## src/rtl/xps2_keyctrl.sv

```systemverilog
// PS/2 keyboard receiver: synchronises the PS/2 lines, assembles 11-bit frames,
// decodes make/break/extended sequences and queues make codes for the CPU.
module xps2_keyctrl #(
    parameter int unsigned DATA_W      = 32,
    parameter int unsigned FIFO_DEPTH  = 4,
    parameter int unsigned TIMEOUT_CYC = 10000,
    parameter int unsigned PARITY_CHK  = 0
) (
    input  logic              clk,
    input  logic              rst,
    input  logic              ps2_clk,
    input  logic              ps2_data,
    input  logic              sel,
    input  logic              we,
    input  logic              addr,
    input  logic [DATA_W-1:0] data_in,
    output logic [DATA_W-1:0] data_out,
    output logic              key_rdy,
    output logic              err
);

    localparam int unsigned PTR_W   = $clog2(FIFO_DEPTH);
    localparam int unsigned CNT_W   = PTR_W + 1;
    localparam int unsigned TMR_W   = $clog2(TIMEOUT_CYC + 1);
    localparam int unsigned FRAME_W = 11;
    localparam int unsigned ENTRY_W = 9;

    typedef enum logic [1:0] {
        ST_IDLE  = 2'd0,
        ST_SHIFT = 2'd1,
        ST_CHECK = 2'd2
    } state_t;

    state_t               r_state;
    state_t               w_state_nxt;

    logic                 r_clk_s1;
    logic                 r_clk_s2;
    logic                 r_dat_s1;
    logic                 r_dat_s2;
    logic                 r_clk_prev;

    logic [FRAME_W-1:0]   r_frame;
    logic [3:0]           r_bitcnt;
    logic [TMR_W-1:0]     r_timer;

    logic                 r_brk;
    logic                 r_ext;
    logic                 r_err;
    logic                 r_ovf;

    logic [ENTRY_W-1:0]   r_mem [FIFO_DEPTH];
    logic [PTR_W-1:0]     r_wptr;
    logic [PTR_W-1:0]     r_rptr;
    logic [CNT_W-1:0]     r_count;

    logic                 w_fall;
    logic                 w_timeout;
    logic                 w_check;
    logic [7:0]           w_byte;
    logic                 w_valid;
    logic                 w_is_ext;
    logic                 w_is_brk;
    logic                 w_push;
    logic                 w_pop;
    logic                 w_flush;
    logic                 w_clr;
    logic                 w_full;
    logic                 w_do_push;
    logic                 w_drop;
    logic                 w_unused_data;

    // Two-flop synchronisers; lines idle high so the flops reset to 1
    always_ff @(posedge clk or posedge rst) begin
        if (rst) begin
            r_clk_s1   <= 1'b1;
            r_clk_s2   <= 1'b1;
            r_dat_s1   <= 1'b1;
            r_dat_s2   <= 1'b1;
            r_clk_prev <= 1'b0;
        end else begin
            r_clk_s1   <= ps2_clk;
            r_clk_s2   <= r_clk_s1;
            r_dat_s1   <= ps2_data;
            r_dat_s2   <= r_dat_s1;
            r_clk_prev <= r_clk_s2;
        end
    end

    assign w_fall    = r_clk_prev & ~r_clk_s2;
    assign w_timeout = (r_timer == TMR_W'(TIMEOUT_CYC));
    assign w_check   = (r_state == ST_CHECK);

    always_ff @(posedge clk or posedge rst) begin
        if (rst) begin
            r_state <= ST_IDLE;
        end else begin
            r_state <= w_state_nxt;
        end
    end

    always_comb begin
        w_state_nxt = r_state;
        unique case (r_state)
            ST_IDLE:  if (w_fall && !r_dat_s2) w_state_nxt = ST_SHIFT;
            ST_SHIFT: begin
                if (w_fall && (r_bitcnt == 4'd10)) begin
                    w_state_nxt = ST_CHECK;
                end else if (!w_fall && w_timeout) begin
                    w_state_nxt = ST_IDLE;
                end
            end
            ST_CHECK: w_state_nxt = ST_IDLE;
            default:  w_state_nxt = ST_IDLE;
        endcase
    end

    // Frame shifts in from the top so the start bit lands in bit 0 after 11 falls
    always_ff @(posedge clk or posedge rst) begin
        if (rst) begin
            r_frame  <= '0;
            r_bitcnt <= '0;
            r_timer  <= '0;
        end else begin
            if (r_state == ST_IDLE && w_fall && !r_dat_s2) begin
                r_frame  <= {r_dat_s2, r_frame[FRAME_W-1:1]};
                r_bitcnt <= 4'd1;
            end else if (r_state == ST_SHIFT && w_fall) begin
                r_frame  <= {r_dat_s2, r_frame[FRAME_W-1:1]};
                r_bitcnt <= r_bitcnt + 4'd1;
            end

            if (r_state != ST_SHIFT || w_fall) begin
                r_timer <= '0;
            end else begin
                r_timer <= r_timer + TMR_W'(1);
            end
        end
    end

    assign w_byte   = r_frame[8:1];
    assign w_valid  = ~r_frame[0] & r_frame[10] & ((PARITY_CHK == 0) | (^r_frame[9:1]));
    assign w_is_ext = (w_byte == 8'hE0);
    assign w_is_brk = (w_byte == 8'hF0);

    assign w_push    = w_check & w_valid & ~w_is_ext & ~w_is_brk & ~r_brk;
    assign w_pop     = sel & ~we & ~addr & key_rdy;
    assign w_flush   = sel & we & addr & data_in[1];
    assign w_clr     = sel & we & addr & data_in[0];
    assign w_full    = (r_count == CNT_W'(FIFO_DEPTH));
    assign w_do_push = w_push & ~w_flush & (~w_full | w_pop);
    assign w_drop    = w_push & ~w_flush & w_full & ~w_pop;

    // Protocol flags and sticky error/overflow; a new event wins over a same-cycle clear
    always_ff @(posedge clk or posedge rst) begin
        if (rst) begin
            r_brk <= 1'b0;
            r_ext <= 1'b0;
            r_err <= 1'b0;
            r_ovf <= 1'b0;
        end else begin
            if (w_flush) begin
                r_brk <= 1'b0;
                r_ext <= 1'b0;
            end else if (w_check) begin
                if (!w_valid) begin
                    r_brk <= 1'b0;
                    r_ext <= 1'b0;
                end else if (w_is_ext) begin
                    r_ext <= 1'b1;
                end else if (w_is_brk) begin
                    r_brk <= 1'b1;
                end else begin
                    r_brk <= 1'b0;
                    r_ext <= 1'b0;
                end
            end

            if (w_check && !w_valid) begin
                r_err <= 1'b1;
            end else if (w_clr) begin
                r_err <= 1'b0;
            end

            if (w_drop) begin
                r_ovf <= 1'b1;
            end else if (w_clr) begin
                r_ovf <= 1'b0;
            end
        end
    end

    always_ff @(posedge clk or posedge rst) begin
        if (rst) begin
            for (int i = 0; i < int'(FIFO_DEPTH); i++) begin
                r_mem[i] <= '0;
            end
            r_wptr  <= '0;
            r_rptr  <= '0;
            r_count <= '0;
        end else if (w_flush) begin
            r_wptr  <= '0;
            r_rptr  <= '0;
            r_count <= '0;
        end else begin
            if (w_do_push) begin
                r_mem[r_wptr] <= {r_ext, w_byte};
                r_wptr        <= r_wptr + PTR_W'(1);
            end
            if (w_pop) begin
                r_rptr <= r_rptr + PTR_W'(1);
            end
            unique case ({w_do_push, w_pop})
                2'b10:   r_count <= r_count + CNT_W'(1);
                2'b01:   r_count <= r_count - CNT_W'(1);
                default: r_count <= r_count;
            endcase
        end
    end

    assign key_rdy = (r_count != '0);
    assign err     = r_err;

    always_comb begin
        data_out = '0;
        if (sel) begin
            if (!addr) begin
                if (key_rdy) begin
                    data_out[9:0] = {1'b1, r_mem[r_rptr]};
                end
            end else begin
                data_out[6:0] = {r_ovf, r_err, (r_state == ST_IDLE), 4'(r_count)};
            end
        end
    end

    assign w_unused_data = ^data_in[DATA_W-1:2];

endmodule

```

## config.mk

```make
export PLATFORM = sky130hd
export DESIGN_NAME = xps2_keyctrl
export DESIGN_NICKNAME = d
export VERILOG_FILES = /design/src/rtl/xps2_keyctrl.sv
export SDC_FILE = /design/constraint.sdc
export NUM_CORES = 1
export LEC_CHECK = 0
export CAP_MARGIN = 25
export CORE_ASPECT_RATIO = 0.8
export CORE_MARGIN = 2
export CORE_UTILIZATION = 48
export DETAILED_ROUTE_END_ITERATION = 7
export GPL_ROUTABILITY_DRIVEN = 0
export PLACE_DENSITY = 0.76
export RECOVER_POWER = 50
export SETUP_SLACK_MARGIN = 0.3
export SYNTH_ARGS = -nofsm -noshare
export SYNTH_HDL_FRONTEND = slang
export SYNTH_SLANG_ARGS = --single-unit
export TNS_END_PERCENT = 5
```

## constraint.sdc

```tcl
create_clock -name clk -period 2.8 [get_ports clk]
set_clock_uncertainty 0.15 [all_clocks]
set_input_delay 0.7 -clock clk [delete_from_list [all_inputs] [get_ports clk]]
set_output_delay 0.7 -clock clk [all_outputs]
set_load 0.02 [all_outputs]
```

## Word level (Yosys, flattened, before mapping)

Index checks and enable logic that the tools add are counted.

| cells by class | value |
|---|---|
| eq/ne operators | 14 |
| magnitude comparators | 3 |
| muxes and demuxes | 38 |
| bitwise gates (word level) | 30 |
| add/subtract/negate cells | 6 |
| reduce and logical (&&, ||, !) cells | 25 |

Operators by type and width:

| operator | number |
|---|---|
| $bwmux W36 | 1 |
| $mux W9 | 3 |
| $mux W11 | 2 |
| $mux W10 | 2 |
| $bmux W9 S2 | 1 |
| $demux W9 S2 | 1 |
| $and A1 B1 Y1 | 17 |
| $eq A8 B8 Y1 const B | 2 |
| $add A14 B1 Y14 const B | 1 |
| $eq A14 B14 Y1 const B | 1 |
| $mux W14 | 1 |
| $mux W2 | 7 |
| $mux W1 | 13 |
| $reduce_bool A2 Y1 | 6 |
| $not A1 Y1 | 10 |
| $logic_and A1 B1 Y1 | 8 |
| $mux W4 | 2 |
| $reduce_and A2 Y1 | 4 |
| $mux W7 | 1 |
| $ge A3 B3 Y1 const B | 2 |
| $mux W3 | 2 |
| $not A2 Y3 | 2 |
| $pmux W3 S2 | 1 |
| $reduce_bool A3 Y1 | 2 |
| other kinds (19) | 24 |

| word-level totals | value |
|---|---|
| bits of input ports | 39 |
| logic and storage cells | 136 |
| output and inout bits | 34 |
| register bits after elaboration | 83 |

## Logic depth before layout (Yosys ltp)

| depth | value |
|---|---|
| depth in word-level cells | 11 |
| gate-level depth with buffers | 7 |
| gate-level depth less buffers | 6 |

## Worst setup path before layout

No wires, ideal clock.

| timing | value |
|---|---|
| kind | in2out |
| start | input addr |
| end | output data_out[4] |
| stages | 3 |
| buffers on the path | 0 |
| path slack | 0.206 ns |
| data arrival time | 1.744 ns |
| data required time | 1.950 ns |
| cells stage by stage | nand2b_1 > nor2_1 > a22o_1 |

| between the ends | value |
|---|---|
| cells in the longest elaborated chain, start to end | 2 |

RTL lines:

| item | line | text |
|---|---|---|
| from (decl) | 15 | `input logic addr,` |
| $mux W7 | 227 | `if (!addr) begin` |
| $mux W10 | 226 | `if (sel) begin` |
| to (decl) | 17 | `output logic [DATA_W-1:0] data_out,` |

No other way between the ends.

## Final worst setup path

| timing | value |
|---|---|
| start | register r_rptr[0] |
| end | output data_out[1] |

| between the ends | value |
|---|---|
| cells in the longest elaborated chain, start to end | 7 |

RTL lines:

| item | line | text |
|---|---|---|
| from (decl) | 54 | `logic [PTR_W-1:0] r_rptr;` |
| from (signal assigned) | 211 | `r_rptr <= r_rptr + PTR_W'(1);` |
| $not A2 Y3 (not written as such) | 229 | `data_out[9:0] = {1'b1, r_mem[r_rptr]};` |
| $bmux W9 S2 | 229 |  |
| $mux W9 (not written as such) (2 in series) | 229 |  |
| $mux W10 | 228 | `if (key_rdy) begin` |
| $mux W7 | 227 |  |
| $mux W10 | 226 |  |

No other way between the ends. The select of a mux whose other input is x is not followed.

==> results.py <==
metrics = {
    "status": {
        "outcome": "complete, no violations",
    },
    "sta": {
        "maxSlewViolCount": 0,
        "final.min_clock_period_ns": 2.688,
        "slew_headroom": 0.2974,
        "setup_slack_ns": 0.1119,
        "worst_pin_slew_ns": 1.052,
        "rsz0062_at_grt": "true",
        "max_freq_ghz": 0.3720,
        "finalHoldViolCount": 0,
        "setup_viol": 0,
        "setup_tns_ns": 0,
        "finalCritPeriodShare": 0.9600,
    },
    "worst_setup_path": {
        "worstSetupPathType": "flip-flop to primary output",
        "critPathMaxFanout": 4,
        "reg2reg_slack_ns": 0.43,
        "cp-end-kind": "primary output",
        "r2r_cells": 6,
        "cpPeakStageDelay_ns": 0.49,
        "r2r_start": "r_frame[4]",
        "start_kind": "flip-flop",
        "worstSetupStartpoint": "r_rptr[0]",
        "crit_slowest_cell": "mux4_2",
        "r2r_end": "r_count[1]",
        "arrival_ns": 1.84,
        "cp_cell_sequence": "buf_12 > buf_16 > mux4_2 > a22o_1 > buf_6",
        "worst_ep_required_time_ns": 1.95,
    },
    "global_route": {
        "grt_pass1_wl_um": 13990,
        "grt.overflow.total": 0,
        "grt_pass1_vias": 2666,
        "antenna_found_initial": 0,
        "grt_max_degree": 25,
        "track_usage": 0.1965,
    },
    "place": {
        "pre_cts_slack_ns": -0.4785,
        "place_hpwl_um": 5622,
        "place_area_um2": 4621,
        "port_buffers": 20,
    },
    "synthesis": {
        "yosysSeqAreaShare": 0.4961,
        "ys_ff_latch": 83,
        "yosys.cell_types.count": 47,
        "yosysTopAreaCell": "dfrtp_1",
        "synth_top_area_frac": 0.4711,
        "syn_inst": 321,
        "yosysMostFrequentCell": "dfrtp_1",
        "yosysWarnings": 0,
        "ys.flop_type": "dfrtp_1",
        "avgSynthCellArea_um2": 13.07,
        "ys_top_cells_by_count": "dfrtp_1, mux2_4, buf_4, nor2_1, nand2_1",
        "async_flop_share": 1.000,
        "synthTopCellsByArea": "dfrtp_1, mux2_4, mux4_2, buf_4, dfstp_2",
        "synth_area_um2": 4197,
        "synth_edf_count": 0,
    },
    "floorplan": {
        "io_pins": 73,
        "die-area_um2": 9511,
        "start_util": 0.4947,
        "core_um2": 8483,
        "die_y_um": 87.63,
        "placementRows": 30,
        "die_width_um": 108.5,
    },
    "clocking": {
        "cts_sinks": 83,
        "clock_tree.root_cell": "clkbuf_8",
        "cts_tree": "yes",
        "cts_made_buffers": 9,
        "cts.clk_slew.worst_paths_ns": 0.09,
        "ctsHoldBuffers": 0,
        "insertion_delay_ns": 0.35,
        "ctsHtreeMaxLevel": 3,
        "clockBufferDepth": 2,
    },
    "hold_path": {
        "min_to": "r_clk_s2",
        "hp-start": "r_clk_s1",
        "hold_depth": 0,
        "hp-class": "flip-flop to flip-flop",
    },
    "cells_and_area": {
        "fin_area_um2": 4851,
        "drive_above_1_share": 0.3118,
        "syn_to_final_growth_pct": 15.59,
        "nFillCells": 690,
        "post-route-util": 0.5718,
        "nNetsFinal": 416,
        "antenna_cells": 0,
    },
    "power": {
        "leakage_nw": 2.370,
        "ir_drop_mv": 0.3520,
        "design_power_total_mw": 3.447,
        "powerDensity_nw_per_um2": 710.6,
    },
    "route": {
        "routedWlPerCell_um": 17.09,
        "antenna_left": 0,
        "wl_um": 8272,
        "first_iter_violations": 132,
        "viasPerCell": 5.329,
        "first_pass_iters": 4,
        "drc": 0,
        "via_count": 2579,
    },
    "job": {
        "cap_viol_max_count": 0,
    },
}
[layout by cell type (no fill, tap or decap), types with 4 or more instances in the layout]
master | netlist | final
clkdlybuf4s50_1 | 0 | 5
xor2_1 | 7 | 7
and2_1 | 5 | 4
clkbuf_8 | 0 | 9
a21oi_1 | 7 | 7
mux4_2 | 9 | 9
a22o_1 | 7 | 7
nor2_1 | 22 | 21
mux2_4 | 36 | 36
xnor2_1 | 6 | 6
dfrtp_1 | 79 | 78
conb_1 | 1 | 22
buf_4 | 22 | 13
nand2_8 | 4 | 4
mux2_2 | 8 | 8
inv_1 | 11 | 10
nand4_1 | 5 | 5
nand2_1 | 19 | 19
mux2i_1 | 4 | 4
dfstp_2 | 4 | 4
o21ai_0 | 8 | 8
ha_1 | 8 | 8
nand3_1 | 7 | 7
buf_2 | 3 | 7
[sequential cells by signal (all words and copies together), names as in the netlist, 2 cells and up]
name      cells
r_bitcnt      4
r_count       3
r_wptr        2
r_state       2
r_timer      14
r_mem        36
r_rptr        2
r_frame      11
[worst max-delay path: cells and delay by family, from the launching register on]
| family | cells | cell delay [ns] |
|---|---|---|
| muxes | 1 | 0.49 |
| DFF | 1 | 0.42 |
| buffers and inverters | 3 | 0.36 |
| AOI/OAI and AO/OA | 1 | 0.21 |
[power by group]
part	internal, mW	switching (mW)
registers	1.38	0.312
clock network	0.410	0.432
logic	0.475	0.434
[per-layer routing]
metal,up-vias,wire length [um],GRT usage
met3,13,473,0.05134
met1,1304,3898,0.2866
met4,0,120,0.05828
met5,-,0,0
li1,1181,-,-
met2,81,3779,0.2915
[final cells by class]
type / count / area [um2] / area share
Clock buffer: 9 / 123.9 / 0.02554
Sequential cell: 83 / 2083 / 0.4295
Inverter: 11 / 42.54 / 0.008770
Timing Repair Buffer: 43 / 405.4 / 0.08357
Clock inverter: 6 / 66.31 / 0.01367
Multi-Input combinational cell: 220 / 1989 / 0.4101
Tap cell: 112 / 140.1 / 0.02889
[metrics by stage]
step | hold WS (ns) | instances
global placement | 0.1959 | 465
CTS | 0.2095 | 484
global route | 0.2107 | 484
finish | 0.2073 | 484
floorplan | 0.1952 | 342
detailed placement | 0.1989 | 465
[cell families after synthesis]
group / after synthesis / synth area share
XOR/XNOR: 13 / 0.02713
AND/OR/NAND/NOR: 85 / 0.1217
buffers and inverters: 39 / 0.05546
AO/OA/AOI/OAI: 32 / 0.05665
multiplexers: 59 / 0.2135
adder cells (fa/ha/maj): 9 / 0.02862
flip-flops: 83 / 0.4961
other: 1 / 0.0008936
[how the worst max path moves through the flow]
stage	to	slack, ns	cells after the start
floorplan	data_out[4]	0.21	3
global placement	data_out[4]	-0.42	6
detailed placement	data_out[4]	-0.48	6
CTS	data_out[1]	0.09	5
global route	data_out[1]	0.05	5
finish	data_out[1]	0.11	5
[repair_timing]
| action | in CTS | in global routing |
|---|---|---|
| gates cloned | 2 | 0 |
| pin swaps | 2 | 0 |
| resized for setup | 52 | 0 |
| setup buffers | 2 | 0 |
| setup endpoints to repair | 11 | 13 |
No activity file was read; power rests on OpenSTA's default activity.
